$ cat config.mk
export PLATFORM = sky130hd
export DESIGN_NAME = ram_port_arbiter_flat
export DESIGN_NICKNAME = d
export VERILOG_FILES = /design/src/rtl/ram_port_arbiter_pkg.sv /design/src/rtl/ram_port_arbiter_if.sv /design/src/rtl/ram_port_arbiter_rr_arb2.sv /design/src/rtl/ram_port_arbiter.sv /design/src/flat_wrapper.sv
export SDC_FILE = /design/constraint.sdc
export NUM_CORES = 1
export LEC_CHECK = 0
export ABC_AREA = 1
export CAP_MARGIN = 15
export CORE_AREA = 10 10 73 75
export CTS_CLUSTER_SIZE = 30
export DETAILED_ROUTE_END_ITERATION = 12
export DIE_AREA = 0 0 83 85
export DONT_BUFFER_PORTS = 1
export GPL_TIMING_DRIVEN = 0
export PLACE_DENSITY_LB_ADDON = 0.05
export SLEW_MARGIN = 20
export SYNTH_ARGS = -nofsm -noshare
export SYNTH_HDL_FRONTEND = slang
export SYNTH_SLANG_ARGS = --single-unit
$ cat constraint.sdc
create_clock -name clk -period 3.3 [get_ports clk]
set_input_delay 0.825 -clock clk [delete_from_list [all_inputs] [get_ports clk]]
set_output_delay 0.825 -clock clk [all_outputs]
set_load 0.1 [all_outputs]
$ cat src/rtl/ram_port_arbiter_pkg.sv
// Shared definitions for the RAM port arbiter: default RAM geometry,
// client index constants and the round-robin priority encoding.
// Optional build macro used by this slice: RAM_RAW_BYPASS_EN.
package ram_port_arbiter_pkg;

    localparam int RAM_ADDR_W = 6;
    localparam int RAM_DATA_W = 32;

    localparam int CLIENT0 = 0;
    localparam int CLIENT1 = 1;

    // Which client wins when both request in the same cycle.
    typedef enum logic {
        PRIO_C0 = 1'b0,
        PRIO_C1 = 1'b1
    } prio_e;

endpackage

$ cat src/rtl/ram_port_arbiter_if.sv
// Bundle of client request/response signals and the RAM-side port signals.
// slave is the arbiter's view; master is the view of whatever sits around it
// (the clients plus the RAM itself).
interface ram_port_arbiter_if #(
    parameter int addrLen = ram_port_arbiter_pkg::RAM_ADDR_W,
    parameter int dataLen = ram_port_arbiter_pkg::RAM_DATA_W
) ();

    logic [1:0]         wr_valid;
    logic [addrLen-1:0] wr_addr0;
    logic [addrLen-1:0] wr_addr1;
    logic [dataLen-1:0] wr_data0;
    logic [dataLen-1:0] wr_data1;
    logic [1:0]         wr_ready;

    logic [1:0]         rd_valid;
    logic [addrLen-1:0] rd_addr0;
    logic [addrLen-1:0] rd_addr1;
    logic [1:0]         rd_ready;

    logic [1:0]         rsp_valid;
    logic [dataLen-1:0] rsp_data;

    logic               ram_we_a;
    logic [addrLen-1:0] ram_addr_a;
    logic [dataLen-1:0] ram_data_a;
    logic               ram_re_b;
    logic [addrLen-1:0] ram_addr_b;
    logic [dataLen-1:0] ram_q_b;

    modport slave (
        input  wr_valid, wr_addr0, wr_addr1, wr_data0, wr_data1,
        input  rd_valid, rd_addr0, rd_addr1,
        input  ram_q_b,
        output wr_ready, rd_ready, rsp_valid, rsp_data,
        output ram_we_a, ram_addr_a, ram_data_a, ram_re_b, ram_addr_b
    );

    modport master (
        output wr_valid, wr_addr0, wr_addr1, wr_data0, wr_data1,
        output rd_valid, rd_addr0, rd_addr1,
        output ram_q_b,
        input  wr_ready, rd_ready, rsp_valid, rsp_data,
        input  ram_we_a, ram_addr_a, ram_data_a, ram_re_b, ram_addr_b
    );

endinterface

$ cat src/rtl/ram_port_arbiter_rr_arb2.sv
// Two-way round-robin arbiter. The grant is combinational from the request
// and the priority register; after any grant the loser of that grant gets
// priority next time. Reset holds the grant low.
module rr_arb2 (
    input  logic       clk,
    input  logic       rst,
    input  logic [1:0] req,
    output logic [1:0] gnt
);
    import ram_port_arbiter_pkg::*;

    prio_e prio_reg;
    prio_e prio_next;

    // Grant selection and priority update; idle cycles leave priority alone.
    always_comb begin
        gnt       = 2'b00;
        prio_next = prio_reg;
        if (!rst) begin
            case (req)
                2'b01:   gnt = 2'b01;
                2'b10:   gnt = 2'b10;
                2'b11:   gnt = (prio_reg == PRIO_C1) ? 2'b10 : 2'b01;
                default: gnt = 2'b00;
            endcase
        end
        if (gnt != 2'b00) begin
            prio_next = gnt[CLIENT1] ? PRIO_C0 : PRIO_C1;
        end
    end

    // Priority register, client 0 favoured out of reset.
    always_ff @(posedge clk or posedge rst) begin
        if (rst) begin
            prio_reg <= PRIO_C0;
        end else begin
            prio_reg <= prio_next;
        end
    end

endmodule

$ cat src/rtl/ram_port_arbiter.sv
// Shares a simple dual-port RAM (write port A, registered read port B)
// between two clients. Independent round-robin arbiters grant each port; the
// read grant is registered so the response lands on the issuing client one
// cycle later, with the RAM output passed straight through.
// Build macro RAM_RAW_BYPASS_EN: forwards same-cycle write data to a read of
// the same address (write-first); without it the RAM's read-first data is
// returned.
module ram_port_arbiter #(
    parameter int addrLen = ram_port_arbiter_pkg::RAM_ADDR_W,
    parameter int dataLen = ram_port_arbiter_pkg::RAM_DATA_W
) (
    input logic              clk,
    input logic              rst,
    ram_port_arbiter_if.slave bus
);
    import ram_port_arbiter_pkg::*;

    // Index 0 is the write port arbiter, index 1 the read port arbiter.
    logic [1:0][1:0] req_v;
    logic [1:0][1:0] gnt_v;

    logic [addrLen-1:0] wr_addr_sel;
    logic [dataLen-1:0] wr_data_sel;
    logic [addrLen-1:0] rd_addr_sel;
    logic [1:0]         rsp_valid_reg;

    assign req_v[0] = bus.wr_valid;
    assign req_v[1] = bus.rd_valid;

    generate
        for (genvar gi = 0; gi < 2; gi++) begin : g_arb
            rr_arb2 u_arb (
                .clk (clk),
                .rst (rst),
                .req (req_v[gi]),
                .gnt (gnt_v[gi])
            );
        end
    endgenerate

    assign bus.wr_ready = gnt_v[0];
    assign bus.rd_ready = gnt_v[1];

    // Port muxes fall back to client 0 when nothing is granted.
    assign wr_addr_sel = gnt_v[0][CLIENT1] ? bus.wr_addr1 : bus.wr_addr0;
    assign wr_data_sel = gnt_v[0][CLIENT1] ? bus.wr_data1 : bus.wr_data0;
    assign rd_addr_sel = gnt_v[1][CLIENT1] ? bus.rd_addr1 : bus.rd_addr0;

    assign bus.ram_we_a   = |gnt_v[0];
    assign bus.ram_addr_a = wr_addr_sel;
    assign bus.ram_data_a = wr_data_sel;
    assign bus.ram_re_b   = |gnt_v[1];
    assign bus.ram_addr_b = rd_addr_sel;

    // Response tag: which client's read the RAM is returning this cycle.
    always_ff @(posedge clk or posedge rst) begin
        if (rst) begin
            rsp_valid_reg <= 2'b00;
        end else begin
            rsp_valid_reg <= gnt_v[1];
        end
    end

    assign bus.rsp_valid = rsp_valid_reg;

`ifdef RAM_RAW_BYPASS_EN
    logic               byp_reg;
    logic [dataLen-1:0] byp_data_reg;

    // Capture write data when it collides with a granted read of the same address.
    always_ff @(posedge clk or posedge rst) begin
        if (rst) begin
            byp_reg      <= 1'b0;
            byp_data_reg <= '0;
        end else begin
            byp_reg      <= bus.ram_we_a && bus.ram_re_b && (wr_addr_sel == rd_addr_sel);
            byp_data_reg <= wr_data_sel;
        end
    end

    assign bus.rsp_data = byp_reg ? byp_data_reg : bus.ram_q_b;
`else
    assign bus.rsp_data = bus.ram_q_b;
`endif

endmodule

$ cat src/flat_wrapper.sv
// flat-port wrapper written by rule: the top's interface ports become plain ports
module ram_port_arbiter_flat import ram_port_arbiter_pkg::*;
#(
    parameter int addrLen = ram_port_arbiter_pkg::RAM_ADDR_W,
    parameter int dataLen = ram_port_arbiter_pkg::RAM_DATA_W
)
  (clk, rst, bus_wr_valid, bus_wr_addr0, bus_wr_addr1, bus_wr_data0, bus_wr_data1, bus_rd_valid, bus_rd_addr0, bus_rd_addr1, bus_ram_q_b, bus_wr_ready, bus_rd_ready, bus_rsp_valid, bus_rsp_data, bus_ram_we_a, bus_ram_addr_a, bus_ram_data_a, bus_ram_re_b, bus_ram_addr_b);
  ram_port_arbiter_if #(.addrLen(addrLen), .dataLen(dataLen)) bus_i ();
  input logic clk;
  input logic rst;
  input wire logic [$bits(bus_i.wr_valid)-1:0] bus_wr_valid;
  input wire logic [$bits(bus_i.wr_addr0)-1:0] bus_wr_addr0;
  input wire logic [$bits(bus_i.wr_addr1)-1:0] bus_wr_addr1;
  input wire logic [$bits(bus_i.wr_data0)-1:0] bus_wr_data0;
  input wire logic [$bits(bus_i.wr_data1)-1:0] bus_wr_data1;
  input wire logic [$bits(bus_i.rd_valid)-1:0] bus_rd_valid;
  input wire logic [$bits(bus_i.rd_addr0)-1:0] bus_rd_addr0;
  input wire logic [$bits(bus_i.rd_addr1)-1:0] bus_rd_addr1;
  input wire logic [$bits(bus_i.ram_q_b)-1:0] bus_ram_q_b;
  output wire logic [$bits(bus_i.wr_ready)-1:0] bus_wr_ready;
  output wire logic [$bits(bus_i.rd_ready)-1:0] bus_rd_ready;
  output wire logic [$bits(bus_i.rsp_valid)-1:0] bus_rsp_valid;
  output wire logic [$bits(bus_i.rsp_data)-1:0] bus_rsp_data;
  output wire logic [$bits(bus_i.ram_we_a)-1:0] bus_ram_we_a;
  output wire logic [$bits(bus_i.ram_addr_a)-1:0] bus_ram_addr_a;
  output wire logic [$bits(bus_i.ram_data_a)-1:0] bus_ram_data_a;
  output wire logic [$bits(bus_i.ram_re_b)-1:0] bus_ram_re_b;
  output wire logic [$bits(bus_i.ram_addr_b)-1:0] bus_ram_addr_b;
  assign bus_i.wr_valid = bus_wr_valid;
  assign bus_i.wr_addr0 = bus_wr_addr0;
  assign bus_i.wr_addr1 = bus_wr_addr1;
  assign bus_i.wr_data0 = bus_wr_data0;
  assign bus_i.wr_data1 = bus_wr_data1;
  assign bus_i.rd_valid = bus_rd_valid;
  assign bus_i.rd_addr0 = bus_rd_addr0;
  assign bus_i.rd_addr1 = bus_rd_addr1;
  assign bus_i.ram_q_b = bus_ram_q_b;
  assign bus_wr_ready = bus_i.wr_ready;
  assign bus_rd_ready = bus_i.rd_ready;
  assign bus_rsp_valid = bus_i.rsp_valid;
  assign bus_rsp_data = bus_i.rsp_data;
  assign bus_ram_we_a = bus_i.ram_we_a;
  assign bus_ram_addr_a = bus_i.ram_addr_a;
  assign bus_ram_data_a = bus_i.ram_data_a;
  assign bus_ram_re_b = bus_i.ram_re_b;
  assign bus_ram_addr_b = bus_i.ram_addr_b;
  ram_port_arbiter #(.addrLen(addrLen), .dataLen(dataLen)) u_core (.clk(clk), .rst(rst), .bus(bus_i));
endmodule
== Word-level counts from Yosys, hierarchy flattened ==
Index checks and enable logic that the tools add are counted.
Widths: inputs -> output; s select.

* Register bits: 4
* Input port bits: 126
* Output and inout bits: 84

* Equal/unequal tests: 6
* Multiplexer cells: 11
* Reduce and logical (&&, ||, !) cells: 4

{| class="wikitable"
|+ Operators by type and width
! operator !! number
|-
| $mux 32 || 1
|-
| $mux 6 || 2
|-
| $pmux 2 s3 || 2
|-
| $eq 2x2->1 const B || 4
|-
| $mux 2 || 4
|-
| $eq 2x1->1 const B || 2
|-
| $reduce_bool 2->1 || 2
|-
| $reduce_or 2->1 || 2
|-
| $mux 1 || 2
|}

== Depth between registers and ports, before layout ==
Gate-level depths: netlist of run 1.

* Word-level depth: 4
* Depth in mapped cells: 6
* Depth with buffers taken out: 5

== Hierarchy ==
A second synthesis of run 1 with hierarchy kept.

* Cell total of the unflattened synthesis: 200
* Area total of the unflattened synthesis: 1,007.2 sq um

{| class="wikitable"
|+ Modules (own cells, without submodules)
! module !! times used !! cells an instance !! area each (sq um)
|-
| ram_port_arbiter || 1 || 180 || 872.1
|-
| rr_arb2 || 2 || 10 || 67.6
|}

== Least setup slack after synthesis of run 1 ==
OpenSTA, ideal clock, no wires.

* Path kind: input to output
* Start point: input port bus_wr_valid[1]
* End point: output port bus_ram_data_a[16]
* Arrival: 1,955 ps
* Required time: 2,475 ps
* Setup slack: 520 ps
* Cell stages on the path: 6
* Buffers on the path: 2
* Cells stage by stage: inv_1 > nor2_4 > buf_6 > buf_8 > nand3_2 > nand2_1

* Cells in the longest elaborated chain, start to end: 4
* Elaborated cells on any way between the ends: 6
* Those cells by class: eq/ne (3); mux (3)

{| class="wikitable"
|+ RTL lines
! item !! RTL line !! RTL
|-
| from (decl) || flat_wrapper.sv:11 || <nowiki>input wire logic [$bits(bus_i.wr_valid)-1:0] bus_wr_valid;</nowiki>
|-
| $eq 2x2->1 / $eq 2x1->1 (equally long branches) || ram_port_arbiter_rr_arb2.sv:20 || <nowiki>case (req)</nowiki>
|-
| $pmux 2 s3 * || ram_port_arbiter_rr_arb2.sv:20 ||
|-
| $mux 2 * || ram_port_arbiter_rr_arb2.sv:19 || <nowiki>if (!rst) begin</nowiki>
|-
| $mux 32 * || ram_port_arbiter.sv:46 || <nowiki>assign wr_data_sel = gnt_v[0][CLIENT1] ? bus.wr_data1 : bus.wr_data0;</nowiki>
|-
| to (decl) || flat_wrapper.sv:26 || <nowiki>output wire logic [$bits(bus_i.ram_data_a)-1:0] bus_ram_data_a;</nowiki>
|}

Every way passes the cells marked *; elsewhere a longest branch is shown, timed or not.

== Final worst setup path of run 1 ==
* Start point: input port bus_wr_valid[1]
* End point: output port bus_ram_data_a[19]

The elaborated chain is that of the path after synthesis.

==> results.py, run 1 <==
metrics = {
    "final_layout": {
        "multi_input_area_um2": 678.2,
        "layout_commonest_cell": "nand2_1",
        "area_growth_pct": 9.111,
        "seqCellArea_um2": 100.1,
        "final_cell_mix": "nand2_1, nand3_1, buf_4",
        "final_nets": 334,
        "design_area_um2": 1244,
        "fillers": 463,
        "diodes": 0,
        "layout-drive-gt1-share": 0.3058,
    },
    "clock_network": {
        "cts.sinks": 4,
        "cts_tree": "built",
        "clk-insertion-delay-late_ns": 0.22,
        "clk_pin_slew_ns": 0.03,
        "post_cts.repair.setup_buffers": 0,
        "numCtsBuffers": 3,
        "cts_hold_buffers": 0,
        "clock_path_buffers": 2,
        "htree_num_levels": 1,
        "ctsResizeCount": 0,
        "cts_root_buf": "clkbuf_8",
    },
    "die": {
        "ios": 210,
        "start_util": 0.2912,
        "die_h_um": 85,
        "die_area_um2": 7055,
        "core_um2": 3914,
        "rows": 23,
        "die_width_um": 83,
    },
    "pwr": {
        "p_leak_nw": 0.7523,
        "power.density_nw_per_um2": 714.1,
        "ir_worst_vdd_mv": 0.3881,
    },
    "synth": {
        "synth-seq-area-share": 0.08782,
        "synth.avg_cell_area_um2": 5.615,
        "synth_top_area_share": 0.3095,
        "synth-seq-cells": 4,
        "netlist_area_um2": 1140,
        "ys_top_cells_by_area": "nand2_1, buf_4, nand3_1, dfrtp_1, nand3_2",
        "yosys.area.top_type": "nand2_1",
        "syn_inst": 203,
        "ys_warn_count": 0,
        "synth_cell_type_count": 14,
        "synth_fp_nets": 329,
    },
    "routing": {
        "first_iter_violations": 40,
        "dr_total_vias": 1303,
        "firstDrtPassIters": 4,
        "vias_per_cell": 5.090,
        "ant_nets": 0,
        "drt-wirelength-per-cell_um": 22.34,
        "drt_wl_total_um": 5719,
        "drc": 0,
    },
    "worst_setup_path": {
        "arrival_ns": 2.07,
        "worstPathMaxFanout": 10,
        "critPathKind": "in -> out",
        "worst_setup_path_start_kind": "input pin",
        "cp.required_ns": 2.47,
        "end_kind": "primary output",
    },
    "global_routing": {
        "grt_pass1_vias": 1464,
        "antenna_found_initial": 0,
        "grt_usage": 0.1383,
        "overflow": 0,
        "grt_first_pass_wirelength_um": 8176,
        "grt_max_degree": 11,
    },
    "place": {
        "globalplace.congestion": 0.7769,
        "io_buffers": 0,
        "postPlaceCellArea_um2": 1202,
        "place_ws_ns": 0.3756,
        "hpwl_um": 5304,
    },
    "sta": {
        "hold_viol": 0,
        "max_freq_mhz": 345.2,
        "hold-worst-slack_ns": 0.4028,
        "fin_worst_skew_ns": 0.004500,
        "relSlewSlack": 0.3621,
        "rsz0062_at_grt": "no",
        "worst_slew_pin_slew_ns": 0.9546,
        "setup_viol": 0,
        "post-route-min-period_ns": 2.897,
        "setup_tns_ns": 0,
        "maxSlewViolCount": 0,
        "setup_ws_ns": 0.4028,
        "post-route-period-util": 0.8779,
    },
    "status": {
        "outcome": "completed",
    },
    "run": {
        "drv_cap": 0,
    },
    "hold_path": {
        "hp-class": "in -> async",
    },
}
-- worst paths after layout --
path | start | cells past startpoint | slack, ns | end
max in group asynchronous | rst | 1 | 2.71 | u_core.bus.rsp_valid[1]$_DFF_PP0_
worst max-delay path | bus_wr_valid[1] | 6 | 0.40 | bus_ram_data_a[19]
min in group clk | u_core.g_arb[0].u_arb.prio_reg$_DFFE_PP0P_ | 2 | 0.55 | u_core.g_arb[0].u_arb.prio_reg$_DFFE_PP0P_
worst min-delay path | rst | 1 | 0.40 | u_core.g_arb[1].u_arb.prio_reg$_DFFE_PP0P_
worst min register to register | u_core.g_arb[0].u_arb.prio_reg$_DFFE_PP0P_ | 2 | 0.55 | u_core.g_arb[0].u_arb.prio_reg$_DFFE_PP0P_
worst max register to register | u_core.g_arb[1].u_arb.prio_reg$_DFFE_PP0P_ | 4 | 1.62 | u_core.bus.rsp_valid[1]$_DFF_PP0_
-- cell usage after synthesis --
| master | instances |
|---|---|
| buf_2 | 7 |
| nand2_2 | 2 |
| buf_8 | 1 |
| nor2_4 | 2 |
| dfrtp_1 | 4 |
| buf_6 | 2 |
| inv_2 | 2 |
| o21ai_0 | 1 |
| nand2_1 | 94 |
| inv_1 | 7 |
| buf_4 | 34 |
| nand3_2 | 10 |
| nand3_1 | 36 |
| o21ai_1 | 1 |
-- per-stage QoR --
stage	utilization	std cells	power, mW
finish	0.3178	256	0.8881
global route	0.3178	256	0.9207
detailed placement	0.3072	253	0.7922
floorplan	-	203	0.7544
global placement	0.3072	253	0.7914
CTS	0.3178	256	0.8972
-- layer usage --
metal  routed length (µm)  share of wire  track usage  vias up
met1                 1999           0.35       0.1415      560
li1                     -              -            -      611
met3                  723           0.13      0.06979        0
met2                 2995           0.52       0.2584      132
met4                    0              0     0.006192        0
met5                    0              0            0        -
-- power by group --
| group | switching, mW | total [mW] | internal [mW] |
|---|---|---|---|
| sequential | 0.0148 | 0.0692 | 0.0544 |
| clock | 0.0243 | 0.102 | 0.0777 |
| combinational | 0.649 | 0.717 | 0.0675 |
-- critical path, stage by stage --
cell     delay (ns)
inv_1          0.04
nor2_4         0.13
buf_6          0.17
buf_8          0.15
nand3_2        0.06
nand2_1        0.69
-- cell type report --
cell class | instances | area share
multi-input cells | 146 | 0.5453
inverters | 9 | 0.02716
plain buffers | 44 | 0.2636
clock buffers | 3 | 0.03320
well taps | 50 | 0.05030
flip-flops and latches | 4 | 0.08048
-- kinds of logic (layout without fill, tap and decap cells) --
family / count (synthesis) / in the layout / synth area share
flip-flops: 4 / 4 / 0.08782
AND/OR/NAND/NOR: 144 / 144 / 0.5862
AO/OA/AOI/OAI: 2 / 2 / 0.008773
buffers and inverters: 53 / 56 / 0.3172
(Power assumes the default switching activity.)
==> inputs of run 2 (changes only) <==
--- a/config.mk
+++ b/config.mk
@@ -5,7 +5,7 @@
 export SDC_FILE = /design/constraint.sdc
 export NUM_CORES = 1
 export LEC_CHECK = 0
-export ABC_AREA = 1
+export ABC_AREA = 0
 export CAP_MARGIN = 15
 export CORE_AREA = 10 10 73 75
 export CTS_CLUSTER_SIZE = 30
==> run 2 against run 1 <==
Hold slack improved by 0.037 ns. Worst setup slack improved by 0.0049 ns. Critical path type unchanged. Final cell count decreased by 38%. Critical endpoint is now bus_wr_ready[1].
==> results.py, run 2 <==
metrics = {
    "sta": {
        "post-route-min-period_ns": 2.892,
        "setup_ws_ns": 0.4078,
        "rsz0062_at_grt": "no",
        "maxSlewViolCount": 0,
        "setup_viol": 0,
        "worst_slew_pin_slew_ns": 1.059,
        "hold-worst-slack_ns": 0.4401,
        "setup_tns_ns": 0,
        "relSlewSlack": 0.2931,
        "post-route-period-util": 0.8764,
        "fin_worst_skew_ns": 0.0007885,
        "max_freq_mhz": 345.8,
        "hold_viol": 0,
    },
    "synth": {
        "yosys.area.top_type": "mux2_2",
        "synth_edf_count": 0,
        "synth-seq-area-share": 0.09950,
        "synth.most_common_cell": "mux2_2",
        "ys_top_cells_by_area": "mux2_2, buf_4, mux2_4, dfrtp_1, buf_6",
        "synth-main-ff-cell": "dfrtp_1",
        "synth_fp_nets": 229,
        "synth_top_area_share": 0.3918,
        "async_flop_share": 1.000,
        "syn_inst": 103,
        "synth.avg_cell_area_um2": 9.767,
        "netlist_area_um2": 1006,
        "synth-seq-cells": 4,
        "synthTopCellsByCount": "mux2_2, buf_4, mux2_4",
        "synth_cell_type_count": 16,
        "ys_warn_count": 0,
    },
    "final_layout": {
        "fillers": 424,
        "design_area_um2": 1170,
        "diodes": 0,
        "area_growth_pct": 16.29,
        "layout_commonest_cell": "mux2_2",
        "finish.utilization": 0.2989,
        "final_nets": 236,
        "layout-drive-gt1-share": 0.8333,
        "final_cell_mix": "mux2_2, buf_4, mux2_4",
        "seqCellArea_um2": 100.1,
        "instances_no_fill": 158,
        "multi_input_area_um2": 643.1,
    },
    "pwr": {
        "power_uw": 863.2,
        "ir_worst_vdd_mv": 0.2169,
        "power.density_nw_per_um2": 737.9,
        "p_leak_nw": 0.5541,
    },
    "die": {
        "core_um2": 3914,
        "rows": 23,
        "die_width_um": 83,
        "die_area_um2": 7055,
        "ios": 210,
        "start_util": 0.2570,
        "die_h_um": 85,
    },
    "run": {
        "drv_cap": 0,
    },
    "routing": {
        "first_iter_violations": 7,
        "vias_per_cell": 4.918,
        "drt_wl_total_um": 4658,
        "drt-wirelength-per-cell_um": 29.48,
        "drc": 0,
        "dr_total_vias": 777,
        "firstDrtPassIters": 3,
        "ant_nets": 0,
    },
    "worst_setup_path": {
        "cpLargestDelayFamily": "buffers and inverters",
        "worstPathMaxFanout": 10,
        "end_kind": "primary output",
        "slowest_stage": "inv_1",
        "critPathKind": "in -> out",
        "cp.required_ns": 2.47,
        "ff2ff_setup_slack_ns": 1.72,
        "worst_setup_path_start_kind": "input pin",
        "arrival_ns": 2.07,
        "crit_top_cell": "buf_6",
        "cp_cell_sequence": "nand2b_4 > a21o_1 > buf_6 > buf_6 > inv_1",
        "slowest_delay_ns": 0.62,
        "worst-path-buf-inv": 3,
    },
    "clock_network": {
        "cts_tree": "built",
        "cts_hold_buffers": 0,
        "htree_num_levels": 1,
        "clock_path_buffers": 2,
        "ctsResizeCount": 0,
        "clk-insertion-delay-late_ns": 0.21,
        "cts.sinks": 4,
        "post_cts.repair.setup_buffers": 0,
        "numCtsBuffers": 3,
        "cts_root_buf": "clkbuf_8",
        "clk_pin_slew_ns": 0.03,
    },
    "global_routing": {
        "grt_usage": 0.1119,
        "grt_max_degree": 11,
        "antenna_found_initial": 0,
        "overflow": 0,
        "grt_first_pass_wirelength_um": 6610,
        "grt_pass1_vias": 1010,
    },
    "place": {
        "place_ws_ns": 0.3822,
        "postPlaceCellArea_um2": 1129,
        "io_buffers": 0,
        "dp_cells": 155,
        "hpwl_um": 4526,
        "globalplace.congestion": 0.6849,
    },
    "hold_path": {
        "hp-class": "in -> async",
    },
    "status": {
        "outcome": "completed",
    },
}
-- run 2: final timing paths --
check	from	end	cells after the start
max in group asynchronous	rst	u_core.g_arb[0].u_arb.prio_reg$_DFFE_PP0P_	1
hold reg to reg	u_core.g_arb[0].u_arb.prio_reg$_DFFE_PP0P_	u_core.g_arb[0].u_arb.prio_reg$_DFFE_PP0P_	2
setup reg to reg	u_core.g_arb[1].u_arb.prio_reg$_DFFE_PP0P_	u_core.bus.rsp_valid[1]$_DFF_PP0_	2
hold / removal	rst	u_core.bus.rsp_valid[1]$_DFF_PP0_	1
setup / recovery	rst	bus_wr_ready[1]	5
min in group clk	u_core.g_arb[0].u_arb.prio_reg$_DFFE_PP0P_	u_core.g_arb[0].u_arb.prio_reg$_DFFE_PP0P_	2
-- run 2: logic make-up (layout without fill, tap and decap cells) --
kind of cell	count (synthesis)	after routing	share of synthesized area
flops	4	4	0.09951
simple gates	7	7	0.03606
buf+inv	41	46	0.2898
mux	44	44	0.5261
compound gates	7	7	0.04851
-- run 2: per-layer routing --
layer / vias to the layer above / global-route usage / routed length [µm]
li1: 332 / - / -
met1: 326 / 0.08954 / 1295
met2: 117 / 0.2163 / 2606
met3: 2 / 0.07361 / 730
met4: 0 / 0.03251 / 27
met5: - / 0 / 0
-- run 2: report_power, final --
group	switching, mW	total [mW]	internal, mW	leakage [nW]
combinational	0.590	0.687	0.0978	0.483
sequential	0.0209	0.0766	0.0556	0.0496
clock	0.0218	0.0993	0.0775	0.0216
total	0.632	0.863	0.231	0.554
-- run 2: cell type report --
cell class / instances / area share
inverter: 5 / 0.01604
buffer: 36 / 0.2332
timing repair buffer: 2 / 0.02674
sequential: 4 / 0.08556
tap: 50 / 0.05348
clock buffer: 3 / 0.03529
multi-input combinational: 58 / 0.5497
==> inputs of run 3 (changes only) <==
--- a/config.mk
+++ b/config.mk
@@ -17,4 +17,5 @@
 export SLEW_MARGIN = 20
 export SYNTH_ARGS = -nofsm -noshare
 export SYNTH_HDL_FRONTEND = slang
+export SYNTH_HIERARCHICAL = 1
 export SYNTH_SLANG_ARGS = --single-unit
==> run 3 against run 2 <==
Clock skew is essentially flat. Synthesized cell count shrank 0.97%. Largest power group unchanged. Clock power grew 0.6%. Non-clock buffer count grew 3. Flip-flop and latch count is the same. Wire length grew 3.3%. The run now ends with setup timing left. Clock-buffer cell count is the same. Critical endpoint is now bus_ram_addr_a[3]. Combinational power grew 3.8%. First-iteration DRC count grew to 5.9 times the previous value.
==> results.py, run 3 <==
metrics = {
    "clock_network": {
        "cts_hold_buffers": 0,
        "cts_root_buf": "clkbuf_8",
        "cts.sinks": 4,
        "numCtsBuffers": 3,
        "cts_tree": "built",
        "clock_path_buffers": 2,
        "clk_pin_slew_ns": 0.03,
        "htree_num_levels": 1,
        "clk-insertion-delay-late_ns": 0.21,
    },
    "pwr": {
        "ir_worst_vdd_mv": 0.2562,
        "power.density_nw_per_um2": 650.2,
        "power_uw": 881.8,
        "p_leak_nw": 0.6723,
    },
    "worst_setup_path": {
        "critPathKind": "in -> out",
        "slowest_delay_ns": 0.70,
        "worstPathMaxFanout": 5,
        "slowest_stage": "a21boi_4",
        "cp_cell_sequence": "nor2b_4 > a21boi_4 > buf_6 > buf_12 > mux2_2",
        "end_kind": "primary output",
        "cp.required_ns": 2.47,
        "arrival_ns": 2.54,
        "reg2reg_depth": 2,
        "worst_setup_path_start_kind": "input pin",
    },
    "place": {
        "postPlaceCellArea_um2": 1126,
        "globalplace.congestion": 0.6347,
        "io_buffers": 0,
        "hpwl_um": 4368,
        "place_ws_ns": -0.3638,
    },
    "synth": {
        "synthTopCellsByCount": "mux2_2, buf_4, mux2_4",
        "async_flop_share": 1.000,
        "synth_fp_nets": 228,
        "synth-compound-area-share": 0.02457,
        "netlist_area_um2": 1018,
        "synth_top_area_share": 0.3870,
        "synth-seq-area-share": 0.09828,
        "ys_top_cells_by_area": "mux2_2, buf_4, mux2_4, dfrtp_1, buf_6",
        "synth.most_common_cell": "mux2_2",
        "synth_top_family_by_area": "multiplexers",
        "synth-seq-cells": 4,
        "synth_cell_type_count": 14,
        "synthXorXnorAreaFrac": 0,
        "synthAdderAreaFrac": 0,
        "synth.area.mux_share": 0.5393,
        "synth.avg_cell_area_um2": 9.985,
        "synth-simple-area-share": 0.04177,
        "synth-main-ff-cell": "dfrtp_1",
        "syn_inst": 102,
        "ys_warn_count": 6,
        "yosys.area.top_type": "mux2_2",
        "synth_edf_count": 0,
    },
    "final_layout": {
        "final_cell_mix": "mux2_4, buf_4, inv_1",
        "layout-drive-gt1-share": 0.8807,
        "seqCellArea_um2": 100.1,
        "fillers": 408,
        "area_growth_pct": 33.17,
        "final_nets": 237,
        "layout_commonest_cell": "mux2_4",
        "diodes": 0,
        "design_area_um2": 1356,
        "multi_input_area_um2": 792.0,
    },
    "sta": {
        "post-route-period-util": 1.020,
        "rsz0062_at_grt": "yes",
        "relSlewSlack": 0.4124,
        "fin_worst_skew_ns": 0.0007453,
        "maxSlewViolCount": 0,
        "post-route-min-period_ns": 3.366,
        "setup_viol": 14,
        "hold_viol": 0,
        "setup_tns_ns": -0.4626,
        "hold-worst-slack_ns": 0.3370,
        "setup_ws_ns": -0.06558,
        "max_freq_mhz": 297.1,
        "worst_slew_pin_slew_ns": 0.8819,
    },
    "hold_path": {
        "hp-class": "in -> async",
    },
    "routing": {
        "drt_wl_total_um": 4810,
        "drt-wirelength-per-cell_um": 30.25,
        "drc": 0,
        "first_iter_violations": 41,
        "firstDrtPassIters": 4,
        "ant_nets": 0,
        "vias_per_cell": 5.031,
        "dr_total_vias": 800,
    },
    "global_routing": {
        "met2_usage": 0.2107,
        "antenna_found_initial": 0,
        "overflow": 0,
        "grt_first_pass_wirelength_um": 6527,
        "grt_max_degree": 11,
        "grt_pass1_vias": 1045,
        "grt_usage": 0.1128,
        "met3_usage": 0.07457,
        "grt.busiest_layer": "met2",
        "grt_use_met1": 0.09746,
    },
    "die": {
        "rows": 23,
        "die_h_um": 85,
        "start_util": 0.2602,
        "die_area_um2": 7055,
        "core_um2": 3914,
        "ios": 210,
        "die_width_um": 83,
    },
    "run": {
        "drv_cap": 0,
    },
    "status": {
        "violations": "setup timing",
        "outcome": "finished with violations",
    },
}
## run 3: layout make-up
| type | count | share of cell area |
|---|---|---|
| Sequential cell | 4 | 0.07380 |
| Clock buffer | 3 | 0.03044 |
| Multi-Input combinational cell | 56 | 0.5839 |
| Buffer | 37 | 0.2131 |
| Tap cell | 50 | 0.04613 |
| Inverter | 5 | 0.01384 |
| Timing Repair Buffer | 4 | 0.03875 |
## run 3: final timing paths
path	startpoint	end	slack, ns
setup / recovery	bus_wr_valid[1]	bus_ram_addr_a[3]	-0.07
hold / removal	rst	u_core/g_arb[1].u_arb/prio_reg$_DFFE_PP0P_	0.34
setup reg to reg	u_core/g_arb[1].u_arb/prio_reg$_DFFE_PP0P_	u_core/bus.rsp_valid[1]$_DFF_PP0_	2.00
hold reg to reg	u_core/g_arb[1].u_arb/prio_reg$_DFFE_PP0P_	u_core/g_arb[1].u_arb/prio_reg$_DFFE_PP0P_	0.65
max in group asynchronous	rst	u_core/bus.rsp_valid[1]$_DFF_PP0_	2.84
min in group clk	u_core/g_arb[1].u_arb/prio_reg$_DFFE_PP0P_	u_core/g_arb[1].u_arb/prio_reg$_DFFE_PP0P_	0.65
## run 3: worst max-delay path, delay by kind of cell
family	cells	cell delay (ns)
AO/OA/AOI/OAI	1	0.70
multiplexers	1	0.55
AND/OR/NAND/NOR	1	0.12
buffers and inverters	2	0.32
## run 3: timing repair
| action | 4_1_cts | 5_1_grt |
|---|---|---|
| endpoints found under the setup margin | 45 | 44 |
| resized for setup | 15 | 25 |
| buffers inserted | 1 | 2 |
| cloned | 2 | 0 |
## run 3: cells by family (layout without fill, tap and decap cells)
logic type,after synthesis,count (layout)
multiplexers,46,46
buffers and inverters,42,49
AND/OR/NAND/NOR,6,6
AO/OA/AOI/OAI,4,4
flip-flops,4,4
## run 3: power breakdown
group / internal (mW) / leakage, nW / switching [mW]
sequential: 0.0540 / 0.0496 / 0.0152
clock: 0.0775 / 0.0216 / 0.0224
combinational: 0.126 / 0.601 / 0.586
total: 0.258 / 0.672 / 0.624
## run 3: routing by layer
layer,up-vias,part of all wire
li1,328,-
met1,351,0.29
met2,119,0.53
met3,2,0.18
met4,0,0.0060
met5,-,0
## run 3: through the flow
step	std cells	utilization
after floorplan	102	-
after global placement	152	0.2839
after detailed placement	152	0.2877
after CTS	158	0.3242
after global routing	159	0.3465
final	159	0.3465
